==> config.mk <==
export PLATFORM = sky130hd
export DESIGN_NAME = p_cacheline_adaptor
export DESIGN_NICKNAME = d
export VERILOG_FILES = /design/src/rtl/p_cacheline_adaptor.sv
export SDC_FILE = /design/constraint.sdc
export NUM_CORES = 1
export LEC_CHECK = 0
export ABC_AREA = 1
export BUFFER_PORTS_ARGS = -buffer_cell sky130_fd_sc_hd__buf_4
export CAP_MARGIN = 40
export CORE_AREA = 2 2 279 281
export DETAILED_ROUTE_END_ITERATION = 10
export DIE_AREA = 0 0 281 283
export GPL_ROUTABILITY_DRIVEN = 0
export PLACE_DENSITY = 0.68
export SLEW_MARGIN = 20
export SYNTH_ARGS = -nofsm -noshare
export SYNTH_HDL_FRONTEND = slang
export SYNTH_SLANG_ARGS = --single-unit
==> constraint.sdc <==
create_clock -name clk -period 6.5 [get_ports clk]
set_input_delay 1.3 -clock clk [delete_from_list [all_inputs] [get_ports clk]]
set_output_delay 1.3 -clock clk [all_outputs]
set_load 0.01 [all_outputs]
==> src/rtl/p_cacheline_adaptor.sv <==
// Bridges 256-bit cache line requests to four-beat 64-bit bursts on the memory bus.
// Read beats are assembled into a line; write lines are streamed out one beat per accept.
module p_cacheline_adaptor #(
    parameter int s_offset = 5,
    parameter int s_line   = 256,
    parameter int s_beat   = 64
) (
    input  logic              clk,
    input  logic              rst,
    input  logic              pmem_read,
    input  logic              pmem_write,
    input  logic [31:0]       pmem_address,
    input  logic [s_line-1:0] pmem_wdata,
    output logic [s_line-1:0] pmem_rdata,
    output logic              pmem_resp,
    output logic              bus_read,
    output logic              bus_write,
    output logic [31:0]       bus_address,
    output logic [s_beat-1:0] bus_wdata,
    input  logic [s_beat-1:0] bus_rdata,
    input  logic              bus_resp
);

    localparam int beats = s_line / s_beat;
    localparam int cnt_w = $clog2(beats);

    typedef enum logic [1:0] {IDLE, RD, WR, DONE} state_t;

    state_t             state, next_state;
    logic [cnt_w-1:0]   cnt;
    logic [s_line-1:0]  line_buf;
    logic [s_line-1:0]  rdata_reg;
    logic [31:0]        addr_reg;
    logic               last_beat;

    assign last_beat = (cnt == cnt_w'(beats - 1));

    always_ff @(posedge clk) begin
        if (rst) state <= IDLE;
        else     state <= next_state;
    end

    always_comb begin
        next_state = state;
        case (state)
            IDLE: begin
                if (pmem_read)       next_state = RD;
                else if (pmem_write) next_state = WR;
            end
            RD:      if (bus_resp && last_beat) next_state = DONE;
            WR:      if (bus_resp && last_beat) next_state = DONE;
            DONE:    next_state = IDLE;
            default: next_state = IDLE;
        endcase
    end

    // Read wins over write when both arrive together; the write line is then not latched.
    always_ff @(posedge clk) begin
        if (rst) begin
            cnt       <= '0;
            line_buf  <= '0;
            rdata_reg <= '0;
            addr_reg  <= '0;
        end else begin
            case (state)
                IDLE: begin
                    if (pmem_read || pmem_write)
                        addr_reg <= {pmem_address[31:s_offset], {s_offset{1'b0}}};
                    if (!pmem_read && pmem_write)
                        line_buf <= pmem_wdata;
                end
                RD: begin
                    if (bus_resp) begin
                        line_buf[s_beat*int'(cnt) +: s_beat] <= bus_rdata;
                        cnt <= last_beat ? '0 : cnt + 1'b1;
                        if (last_beat)
                            rdata_reg <= {bus_rdata, line_buf[s_line-s_beat-1:0]};
                    end
                end
                WR: begin
                    if (bus_resp)
                        cnt <= last_beat ? '0 : cnt + 1'b1;
                end
                default: ;
            endcase
        end
    end

    assign pmem_resp   = (state == DONE);
    assign bus_read    = (state == RD);
    assign bus_write   = (state == WR);
    assign bus_address = addr_reg;
    assign bus_wdata   = line_buf[s_beat*int'(cnt) +: s_beat];
    assign pmem_rdata  = rdata_reg;

endmodule
==> results.ini <==
[status]
status=completed

[power_and_ir_drop]
p_leak_uw=0.0173
ir_worst_vdd_mv=0.281
total_power_uw=15000
p_per_area_nw_per_um2=425

[critical_path]
r2r_setup_slack_ps=2830
rr_worst_depth=10
crit_buf_inv=3
crit_type=reg2out
crit-reg2reg-launch=cnt[0]
crit_chain=inv_6 -> buf_4 -> o21ai_0 -> a21oi_1 -> a21oi_1 -> buf_4
cp_slowest_cell=inv_6
required_ps=5200
crit_family=buffers and inverters
startpoint_type=flop
critPathMaxStageDelay_ps=530
worstPathArrival_ps=3120
cp_max_fo=69
worstReg2RegEnd=line_buf[43]
startpoint=cnt[0]
critPathCaptureType=output pin

[global_routing]
grt_max_degree=150
grt_first_pass_wirelength_microns=178000
track_usage=0.303
grt_pass1_vias=27000
antenna_found_initial=18
grt.overflow.total=0

[timing]
tightest_slew_ps=866
grt_setup_unrepaired=false
maxSlewViolCount=0
finalHoldViolations=0
finalSetupViolCount=0
timing.setup.tns_ps=0
finalCriticalPeriod_ps=4420
period_share=0.681
relSlewSlack=0.423
fin_skew_ps=33.6
max_freq_ghz=0.226

[final_layout]
layout_common_cells=nand2_1 (1,335), buf_4 (725), inv_1 (612), nor2_1 (548), dfxtp_1 (542)
final_layout_size_suffix_gt1_frac=0.177
layout_commonest_cell=nand2_1
num-nets-final=5241
area_growth_pct=30.2

[yosys]
synthCells=4370
synth_area_leaders=dfxtp_1 (40%), nand2_1 (19%), a21oi_1 (8.8%)
synth_area_leader_cell=dfxtp_1
synth-seq-cells=543
netlist.area_leader.share=0.402
synth_cell_types=21
ys_seq_area_frac=0.402
syn_area_sq_um=27000
ys_warn_count=0
avgSynthCellArea_sq_um=6.18

[hold_path]
hold_class=reg2reg
hp-start=pmem_rdata[32]
hold_path_depth=2
whs_endpoint=pmem_rdata[32]

[place]
dp_hpwl_microns=89900
numPortBuffers=701

[run]
drv_cap=0

[clocking]
clk_path_buf_depth=3
root_buffer=clkbuf_16
hold_buffers=0
cts_resized=0
cts_sinks=543
clk_pin_slew_ps=60
cts_tree=yes
cts_setup_buffers=0
htreeDepth=3
clock_latency_ps=620
cts-buffers-inserted=66

[route]
viasPerCell=4.91
wl_met2_microns=61500
drtAntennaViolNets=0
top_layer=met5
wl_met1_microns=42900
met3_length_microns=11600
vias=29400
wl_per_cell_microns=20.9
drc=0
wl_microns=125000
drt_iter0_markers=2403
first_pass_iters=5

[floorplanning]
pin_count=712
start_util=0.352
die_w_microns=281
fp.coreArea_sq_um=76700
fp-row-count=102
die_h_microns=283
die_area_sq_um=79500

per-stage QoR:
step | util | setup WS, ps | cell area (sq um) | instances | hold WS [ps]
after floorplan | - | 3850 | 27000 | 4374 | 467
after global placement | 0.425 | 2680 | 32600 | 5836 | 433
after detailed placement | 0.428 | 2680 | 32800 | 5844 | 436
after CTS | 0.457 | 1990 | 35100 | 5961 | 445
after global routing | 0.458 | 1940 | 35200 | 5973 | 457
final | 0.459 | 2080 | 35200 | 5978 | 442
cell usage after synthesis:
| cell | n |
|---|---|
| nand2_1 | 1335 |
| inv_1 | 615 |
| nor2_1 | 551 |
| dfxtp_1 | 543 |
| a21oi_1 | 477 |
| o21ai_0 | 415 |
| clkbuf_1 | 165 |
| buf_2 | 98 |
| nand3_1 | 70 |
| nand3b_1 | 34 |
| buf_6 | 23 |
| buf_1 | 14 |
| buf_4 | 12 |
| ha_1 | 10 |
| inv_2 | 2 |
| conb_1 | 1 |
| nand2_2 | 1 |
| nand3_2 | 1 |
| nor2_2 | 1 |
| nor2_4 | 1 |
| o21ai_1 | 1 |
worst min-delay path: stages, from the launching register on:
cell     delay [ps]
dfxtp_1         310
inv_1            50
a21oi_1          50
final cells by class:
type | instances | area [sq um]
tap | 1040 | 1300
multi-input combinational | 2902 | 12500
sequential | 543 | 10900
fill | 8124 | 41500
antenna | 15 | 37.5
timing repair buffer | 744 | 5880
inverter | 617 | 2340
clock buffer | 100 | 2020
clock inverter | 17 | 262
logic make-up (layout without fill, tap and decap cells):
logic type,count (synthesis),after routing,synth area share
other,1,20,0.000139
AND/OR/NAND/NOR,1994,1994,0.286
buffers and inverters,929,1478,0.142
adder cells (fa/ha/maj),10,10,0.00463
flip-flops,543,543,0.402
AO/OA/AOI/OAI,893,893,0.165
state kept, by name, summed over array words and instances (netlist names):
name and flops:
line_buf 256, pmem_rdata 256, bus_address 27, cnt 2, state 2
report_power, final:
group / switching [uW] / internal (uW) / total, uW
registers: 379 / 3920 / 4300
clock network: 1570 / 2360 / 3930
logic: 4660 / 2080 / 6730
total: 6610 / 8350 / 15000
worst max path at each step:
stage                    endpoint  cells past startpoint
finish              bus_wdata[61]                      6
global route         bus_wdata[1]                      5
CTS                  bus_wdata[2]                      5
detailed placement   bus_wdata[2]                      5
global placement     bus_wdata[2]                      5
floorplan           bus_wdata[14]                      6
per-layer routing:
layer	vias to the layer above	global-route usage
li1	14300	-
met1	13400	0.314
met2	1304	0.538
met3	282	0.0755
met4	12	0.201
met5	-	0
Note: power is estimated with default switching activity, not from simulation.
